==> src/rtl/secded_mem_scrubber.sv <==
// ============================================================================
// Module      : secded_mem_scrubber
// Description : SECDED-protected register-file memory with read correction,
//               write-back of corrected words and a background scrubber.
// Revision    : 1.0 - initial release
// ============================================================================
`default_nettype none

module secded_mem_scrubber #(
    parameter int DATA_W         = 32,
    parameter int DEPTH          = 16,
    parameter int ADDR_W         = $clog2(DEPTH),
    parameter int P              = $clog2(DATA_W + $clog2(DATA_W + 1) + 1),
    parameter int CW             = DATA_W + P + 1,
    parameter int SCRUB_INTERVAL = 256,
    parameter int CNT_W          = 16
) (
    input  logic              clk_i,
    input  logic              rst_i,
    input  logic              req_valid_i,
    output logic              req_ready_o,
    input  logic              req_we_i,
    input  logic [ADDR_W-1:0] req_addr_i,
    input  logic [DATA_W-1:0] req_wdata_i,
    input  logic [CW-1:0]     inj_flip_i,
    output logic              rsp_valid_o,
    output logic [DATA_W-1:0] rsp_rdata_o,
    output logic              rsp_sb_err_o,
    output logic              rsp_db_err_o,
    input  logic              scrub_en_i,
    output logic              scrub_busy_o,
    input  logic              clr_cnt_i,
    output logic [CNT_W-1:0]  sb_cnt_o,
    output logic [CNT_W-1:0]  db_cnt_o
);

    localparam int TMR_W = (SCRUB_INTERVAL > 2) ? $clog2(SCRUB_INTERVAL) : 1;
    localparam logic [TMR_W-1:0] c_tmr_max = TMR_W'(SCRUB_INTERVAL - 1);
    localparam logic [P:0]       c_cw_ext  = (P + 1)'(CW);
    localparam logic [CW-1:0]    c_one     = {{(CW - 1){1'b0}}, 1'b1};

    typedef enum logic [1:0] {
        S_IDLE      = 2'd0,
        S_RD        = 2'd1,
        S_SCRUB_RD  = 2'd2,
        S_SCRUB_CHK = 2'd3
    } state_t;

    function automatic logic f_pow2(input int pos);
        return (pos & (pos - 1)) == 0;
    endfunction

    function automatic logic [CW-1:0] f_enc(input logic [DATA_W-1:0] d);
        logic [CW-1:0] cw;
        logic          par;
        int            j;
        cw = '0;
        j  = 0;
        for (int pos = 1; pos < CW; pos++) begin
            if (!f_pow2(pos)) begin
                cw[pos] = d[j];
                j++;
            end
        end
        for (int k = 0; k < P; k++) begin
            par = 1'b0;
            for (int pos = 1; pos < CW; pos++) begin
                if (pos[k]) par = par ^ cw[pos];
            end
            cw[1 << k] = par;
        end
        cw[0] = ^cw;
        return cw;
    endfunction

    function automatic logic [P-1:0] f_syn(input logic [CW-1:0] cw);
        logic [P-1:0] s;
        s = '0;
        for (int pos = 1; pos < CW; pos++) begin
            if (cw[pos]) s = s ^ pos[P-1:0];
        end
        return s;
    endfunction

    function automatic logic [DATA_W-1:0] f_data(input logic [CW-1:0] cw);
        logic [DATA_W-1:0] d;
        int                j;
        d = '0;
        j = 0;
        for (int pos = 1; pos < CW; pos++) begin
            if (!f_pow2(pos)) begin
                d[j] = cw[pos];
                j++;
            end
        end
        return d;
    endfunction

    state_t              r_state;
    state_t              w_state_nxt;
    logic [CW-1:0]       r_mem [DEPTH];
    logic [CW-1:0]       r_cw;
    logic [ADDR_W-1:0]   r_addr;
    logic [ADDR_W-1:0]   r_ptr;
    logic [TMR_W-1:0]    r_timer;
    logic                r_rsp_valid;
    logic [DATA_W-1:0]   r_rsp_rdata;
    logic                r_rsp_sb;
    logic                r_rsp_db;
    logic [CNT_W-1:0]    r_sb_cnt;
    logic [CNT_W-1:0]    r_db_cnt;

    logic                w_ready;
    logic                w_busy;
    logic                w_scrub_start;
    logic                w_accept;
    logic [P-1:0]        w_syn;
    logic                w_par_bad;
    logic                w_syn_oob;
    logic                w_is_sb;
    logic                w_is_db;
    logic [CW-1:0]       w_cw_fix;
    logic [DATA_W-1:0]   w_dec_data;
    logic                w_chk;
    logic                w_wb;

    // Host requests win over a scrub start in the same cycle.
    assign w_scrub_start = (r_state == S_IDLE) && scrub_en_i &&
                           (r_timer == c_tmr_max) && !req_valid_i;
    assign w_accept      = req_valid_i && w_ready;

    always_ff @(posedge clk_i or posedge rst_i) begin
        if (rst_i) r_state <= S_IDLE;
        else       r_state <= w_state_nxt;
    end

    always_comb begin
        w_state_nxt = r_state;
        w_ready     = 1'b0;
        w_busy      = 1'b0;
        case (r_state)
            S_IDLE: begin
                w_ready = !w_scrub_start;
                if (req_valid_i && w_ready && !req_we_i) w_state_nxt = S_RD;
                else if (w_scrub_start)                 w_state_nxt = S_SCRUB_RD;
            end
            S_RD:        w_state_nxt = S_IDLE;
            S_SCRUB_RD: begin
                w_busy      = 1'b1;
                w_state_nxt = S_SCRUB_CHK;
            end
            S_SCRUB_CHK: begin
                w_busy      = 1'b1;
                w_state_nxt = S_IDLE;
            end
            default:     w_state_nxt = S_IDLE;
        endcase
    end

    // A syndrome beyond the codeword with bad parity cannot be a single flip.
    assign w_syn      = f_syn(r_cw);
    assign w_par_bad  = ^r_cw;
    assign w_syn_oob  = {1'b0, w_syn} >= c_cw_ext;
    assign w_is_sb    = w_par_bad && !w_syn_oob;
    assign w_is_db    = (!w_par_bad && (w_syn != '0)) || (w_par_bad && w_syn_oob);
    assign w_cw_fix   = r_cw ^ (c_one << w_syn);
    assign w_dec_data = w_is_sb ? f_data(w_cw_fix) : f_data(r_cw);
    assign w_chk      = (r_state == S_RD) || (r_state == S_SCRUB_CHK);
    assign w_wb       = w_chk && w_is_sb;

    always_ff @(posedge clk_i or posedge rst_i) begin
        if (rst_i) begin
            for (int i = 0; i < DEPTH; i++) r_mem[i] <= '0;
        end else if (w_accept && req_we_i) begin
            r_mem[req_addr_i] <= f_enc(req_wdata_i) ^ inj_flip_i;
        end else if (w_wb) begin
            r_mem[r_addr] <= w_cw_fix;
        end
    end

    always_ff @(posedge clk_i or posedge rst_i) begin
        if (rst_i) begin
            r_cw    <= '0;
            r_addr  <= '0;
            r_ptr   <= '0;
            r_timer <= '0;
        end else begin
            if (w_accept && !req_we_i) begin
                r_cw   <= r_mem[req_addr_i];
                r_addr <= req_addr_i;
            end else if (w_scrub_start) begin
                r_cw   <= r_mem[r_ptr];
                r_addr <= r_ptr;
            end
            if (w_scrub_start) begin
                r_timer <= '0;
            end else if ((r_state == S_IDLE) && scrub_en_i && (r_timer != c_tmr_max)) begin
                r_timer <= r_timer + 1'b1;
            end
            if (r_state == S_SCRUB_CHK) begin
                r_ptr <= (r_ptr == ADDR_W'(DEPTH - 1)) ? '0 : r_ptr + 1'b1;
            end
        end
    end

    always_ff @(posedge clk_i or posedge rst_i) begin
        if (rst_i) begin
            r_rsp_valid <= 1'b0;
            r_rsp_rdata <= '0;
            r_rsp_sb    <= 1'b0;
            r_rsp_db    <= 1'b0;
        end else begin
            r_rsp_valid <= (r_state == S_RD);
            if (r_state == S_RD) begin
                r_rsp_rdata <= w_dec_data;
                r_rsp_sb    <= w_is_sb;
                r_rsp_db    <= w_is_db;
            end
        end
    end

    always_ff @(posedge clk_i or posedge rst_i) begin
        if (rst_i) begin
            r_sb_cnt <= '0;
            r_db_cnt <= '0;
        end else if (clr_cnt_i) begin
            r_sb_cnt <= '0;
            r_db_cnt <= '0;
        end else begin
            if (w_chk && w_is_sb && (r_sb_cnt != '1)) r_sb_cnt <= r_sb_cnt + 1'b1;
            if (w_chk && w_is_db && (r_db_cnt != '1)) r_db_cnt <= r_db_cnt + 1'b1;
        end
    end

    assign req_ready_o  = w_ready;
    assign scrub_busy_o = w_busy;
    assign rsp_valid_o  = r_rsp_valid;
    assign rsp_rdata_o  = r_rsp_rdata;
    assign rsp_sb_err_o = r_rsp_sb;
    assign rsp_db_err_o = r_rsp_db;
    assign sb_cnt_o     = r_sb_cnt;
    assign db_cnt_o     = r_db_cnt;

endmodule

`default_nettype wire

==> config.mk <==
export PLATFORM = sky130hd
export DESIGN_NAME = secded_mem_scrubber
export DESIGN_NICKNAME = d
export VERILOG_FILES = /design/src/rtl/secded_mem_scrubber.sv
export SDC_FILE = /design/constraint.sdc
export NUM_CORES = 2
export LEC_CHECK = 0
export ABC_CLOCK_PERIOD_IN_PS = 29300
export CAP_MARGIN = 20
export CORE_MARGIN = 1
export CORE_UTILIZATION = 40
export CTS_CLUSTER_SIZE = 8
export DETAILED_ROUTE_END_ITERATION = 6
export GPL_TIMING_DRIVEN = 0
export PLACE_DENSITY = 0.52
export SLEW_MARGIN = 20
export SYNTH_ARGS = -nofsm -noshare
export SYNTH_HDL_FRONTEND = slang
export SYNTH_SLANG_ARGS = --single-unit
==> constraint.sdc <==
create_clock -name clk_i -period 29.3 [get_ports clk_i]
set_input_delay 5.86 -clock clk_i [delete_from_list [all_inputs] [get_ports clk_i]]
set_output_delay 5.86 -clock clk_i [all_outputs]
set_load 0.01 [all_outputs]
[Word level (Yosys, flattened, before mapping)]
Index checks and enable logic that the tools add are counted.
W data, S select, Z words.
Storage, ports and cells
  bits in registers: 748
  bits in latches: 0
  memory bits (writable): 0
  bits in read-only memories: 0
  input port bits: 81
  output and inout bits: 69
  word-level logic and storage cells: 590
  memories: 0
Operators by class
  add/subtract/negate cells: 34
  $mul: 0
  divide/modulo/power cells: 0
  order comparisons: 37
  eq/ne operators: 9
  shifts and indexed selects: 1
  muxes and demuxes: 315
  bitwise logic cells: 131
  reduce and logical (&&, ||, !) cells: 36
Operators by type and width (count)
  $bwmux W624: 2
  $mux W624: 2
  $mux W32: 32
  $lt A32 B7 Y1 const B: 31
  $add A32 B2 Y32 const B: 30
  $bmux W39 S4: 2
  $demux W39 S4: 2
  $mux W39: 8
  $mux W1: 187
  $bmux W1 S5: 31
  $xor A1 B1 Y1: 89
  $mux W5: 16
  $reduce_xor A39 Y1: 2
  $xor A39 B39 Y39: 2
  $mux W16: 4
  $mux W4: 11
  $mux W6: 7
  $not A3 Y3: 13
  $shl A1 B6 Y39 const A: 1
  $add A16 B1 Y16 const B: 2
  $ne A16 B16 Y1 const B: 2
  $not A2 Y2: 13
  $not A4 Y4: 5
  $logic_and A1 B1 Y1: 18
  24 further kinds: 51

[Depth between registers and ports, before layout]
  word-level depth: 79
  gate-level depth with buffers: 13
  mapped depth without buffers: 9

[Worst setup path after synthesis]
Ideal clock, no wire load.
  path kind: input-to-output
  start point: input scrub_en_i
  end point: output req_ready_o
  arrival: 6618 ps
  data required time: 23440 ps
  setup slack: 16822 ps
  cell stages on the path: 5
  path buffers: 1
  cells stage by stage: nand2_1 nor2_1 and2_1 clkbuf_1 nor3_1
Between the ends
  longest elaborated chain between the ends: 5
RTL lines
  from (decl): RTL line 30  | input logic scrub_en_i,
  $logic_and A1 B1 Y1 (2 in series): RTL line 128  | assign w_scrub_start = (r_state == S_IDLE) && scrub_en_i &&
  $logic_and A1 B1 Y1: RTL line 129  | (r_timer == c_tmr_max) && !req_valid_i;
  $logic_not A1 Y1: RTL line 143  | w_ready = !w_scrub_start;
  $mux W1: RTL line 141  | case (r_state)
  to (decl): RTL line 21  | output logic req_ready_o,
Every way passes these cells.

[Worst setup path in the final report]
  start point: input req_valid_i
  end point: output req_ready_o
Between the ends
  longest elaborated chain between the ends: 4
RTL lines
  from (decl): RTL line 20  | input logic req_valid_i,
  $logic_not A1 Y1: RTL line 129
  $logic_and A1 B1 Y1: RTL line 129
  $logic_not A1 Y1: RTL line 143
  $mux W1: RTL line 141
Every way passes these cells.

==> results.txt <==
Outcome -> finished, violations left
Failing checks -> DRC
Root Driver -> clkbuf_16
Syn Nets -> 3828
Crit path max fanout -> 10
Sequential area share after synthesis -> 0.4209
Final worst slack -> 15360 ps
Area delta synth->final -> 14.96%
Max-Cap Viols -> 0
PD cells -> 138.7 mW/mm²
Synth Flop Type -> dfrtp_1
DP Area -> 0.04827 mm²
CP arrival -> 8080 ps
Ys async rst share -> 1.000
DR vias -> 41330
1st-iter DRT viols -> 6401
Adder-Cell Fraction of Synth Area -> 0.001125
CTS clk-pin slew, worst paths -> 50 ps
Setup violators final -> 0
I/O Pins -> 150
Kind of critical path -> primary input to output port
Met3 Track Usage GR -> 0.2088
CTS buffer count -> 104
Worst Skew -> 53.47 ps
M1 GR Usage -> 0.5160
Placeable Area -> 0.1096 mm²
Post-synthesis cell count -> 3743
Period utilization -> 0.4759
Yosys reg bits -> 748
Final nets -> 4097
I/O Buffers -> 146
Post-synthesis average cell area -> 11.88 µm²
Crit-path max cell delay -> 650 ps
Synthesized cell area -> 0.04448 mm²
Initial antenna violation count -> 10
Pin count of the biggest net entering global routing -> 100
Die ar. -> 0.1125 mm²
Die width -> 335.5 µm
Die Y -> 335.5 µm
CTS tree -> yes
Unrepaired setup endpoints after global routing -> false
Critical path's top delay family -> buffers and inverters
Finished Layout Cells -> 5507
Slew headroom -> 0.07370
Final wirelength -> 236500 µm
Main combinational cell family by area after synthesis -> compound AO/OA/AOI/OAI gates
GPL Wtd Cong -> 1.021
Final hold vios -> 0
Post-Synth Simple-Gate Area -> 0.04242
Final Slew Violations -> 0
Leak Pwr -> 20.22 nW
Routed len/inst -> 42.94 µm
Worst Path Required -> 23440 ps
Crit path time final -> 13940 ps
Bufs on Longest Clock Path -> 3
Clk sinks -> 748
Layout cells sized above 1 -> 0.1886
ANT nets after route -> 0
DRT Pass-1 Iters -> 7
Ys Warns -> 0
XOR/XNOR share of the synthesized area -> 0.05514
Yosys cell types -> 54
Hold Buf Count CTS -> 0
DP Wirelength -> 159800 µm
Met2 Use GR -> 0.5750
Inst Count DP -> 5378
Fin util -> 0.4665
Worst-Skew Late Latency -> 750 ps
Critical-path cell list -> clkdlybuf4s50_1 > nor2_1 > and2_1 > clkbuf_2 > nor3_1 > clkdlybuf4s50_1
GRT busiest layer -> met2
Via/cell ratio -> 7.505
Mux contribution to synthesized area -> 0.1994
Initial Util -> 0.4058
Synth Area in Compound Gates -> 0.2325
Hold/Removal Path Class -> register to register
Most common cell on crit path -> clkdlybuf4s50_1
Post-synth EDFFs -> 0
Critical path capture point type -> output port
H-tree depth -> 3
Post_cts resized -> 0
VDD IR-drop max -> 0.1670 mV
First-pass GRT wire length -> 322000 µm
Post-route cell area -> 0.05113 mm²
DR DRC count -> 2
Slew @ Worst Pin -> 1389 ps
Buf+Inv Stages, Crit Path -> 3
Fmax -> 0.07172 GHz
Nature of the critical path startpoint -> primary input
Total GRT Usage -> 0.4167
# rows -> 121
Number of global-route vias before repair -> 39690
GRT Residual Overflow -> 0
Max stage delay cell, worst path -> clkdlybuf4s50_1
Postcts setup bufs -> 0
Setup WS pre-CTS -> 15380 ps
==> per-stage QoR <==
step	hold slack, ps	power (W)	TNS [ps]
final	471.9	0.007091	0
after global routing	493.7	0.007222	0
after CTS	480.8	0.006875	0
after detailed placement	470.2	0.005748	0
after global placement	462.1	0.005711	-6412410
after floorplan	455.0	0.004148	0
==> worst reg2reg max path, delay by kind of cell (launching register included) <==
kind	cells	cell delay, ps
and+or+nand+nor	5	1560
AOI/OAI and AO/OA	2	410
DFF	1	360
buffers and inverters	4	2520
==> flip-flops by register name, summed over array words and instances, names as in the netlist <==
signal	flops
r_mem	624
sb_cnt_o	16
r_state	2
r_addr	4
rsp_sb_err_o	1
rsp_valid_o	1
r_ptr	4
rsp_rdata_o	32
db_cnt_o	16
r_cw	39
rsp_db_err_o	1
r_timer	8
==> area by class of cell <==
type	count	area (µm²)
Antenna cell	6	15.01
Buffer	501	2215
Clock buffer	115	2718
Clock inverter	4	31.28
Fill cell	10230	58480
Inverter	9	41.29
Multi-Input combinational cell	2485	23710
Sequential cell	748	18720
Tap cell	1476	1847
Timing Repair Buffer	163	1839
==> synthesized netlist by cell type, types with 5 or more instances <==
cell	n	share of area
o31ai_1	9	0.0015
a22o_1	642	0.13
xnor2_1	172	0.034
xor2_1	74	0.015
mux4_2	390	0.20
nor2b_1	8	0.0011
and2_1	8	0.0011
o21ai_0	46	0.0052
xnor2_2	8	0.0029
nor3_1	13	0.0015
a31oi_1	28	0.0039
nand2_1	189	0.016
buf_6	13	0.0033
nor2_1	110	0.0093
a21oi_1	17	0.0019
o22ai_1	634	0.089
a211oi_1	5	0.00084
or4_1	7	0.0012
a22oi_1	6	0.0010
or3_1	9	0.0013
nand4_1	14	0.0020
dfrtp_1	748	0.42
inv_1	9	0.00076
buf_1	42	0.0035
nand3_1	35	0.0039
and3_1	9	0.0013
buf_2	110	0.012
clkbuf_1	334	0.028
==> power by group <==
| group | internal (W) | switching, W | total, W |
|---|---|---|---|
| sequential | 0.00147 | 0.000362 | 0.00183 |
| clock | 0.000640 | 0.000494 | 0.00113 |
| combinational | 0.00135 | 0.00277 | 0.00412 |
| total | 0.00346 | 0.00363 | 0.00709 |
==> kinds of logic (layout without fill, tap and decap cells) <==
group,after synthesis,in the layout
AOI/OAI and AO/OA,1399,1399
DFF,748,748
buffers and inverters,510,792
and+or+nand+nor,422,422
muxes,398,398
xor gates and xnor gates,262,262
adders and majority gates,4,4
other,0,6
==> final timing paths <==
kind	cells past startpoint	end	slack, ps	start
min in group asynchronous	2	r_timer[1]	5650	rst_i
worst min register to register	2	rsp_rdata_o[6]	470	rsp_rdata_o[6]
worst max-delay path	6	req_ready_o	15360	req_valid_i
worst min-delay path	2	rsp_rdata_o[6]	470	rsp_rdata_o[6]
max in group asynchronous	5	r_mem[406]	21880	rst_i
worst max register to register	11	r_mem[325]	24320	r_state[1]
==> placed cells by master (no fill, tap or decap), drive strengths merged, types with 17 or more instances in the layout <==
cell type,n
mux4,390
o22ai,634
xnor2,181
a22o,643
dfrtp,748
buf,181
nor2,110
nand2,190
xor2,77
a31oi,28
clkdlybuf4s50,146
nand3,37
clkbuf,452
a21oi,17
o21ai,46
==> layer usage <==
metal	part of all wire	vias up	wire [µm]
met1	0.36	21180	85110
met4	0.071	18	16900
met3	0.16	927	37790
li1	-	15510	-
met5	0.0019	-	455
met2	0.41	3701	96190
No activity file was read; power rests on OpenSTA's default activity.
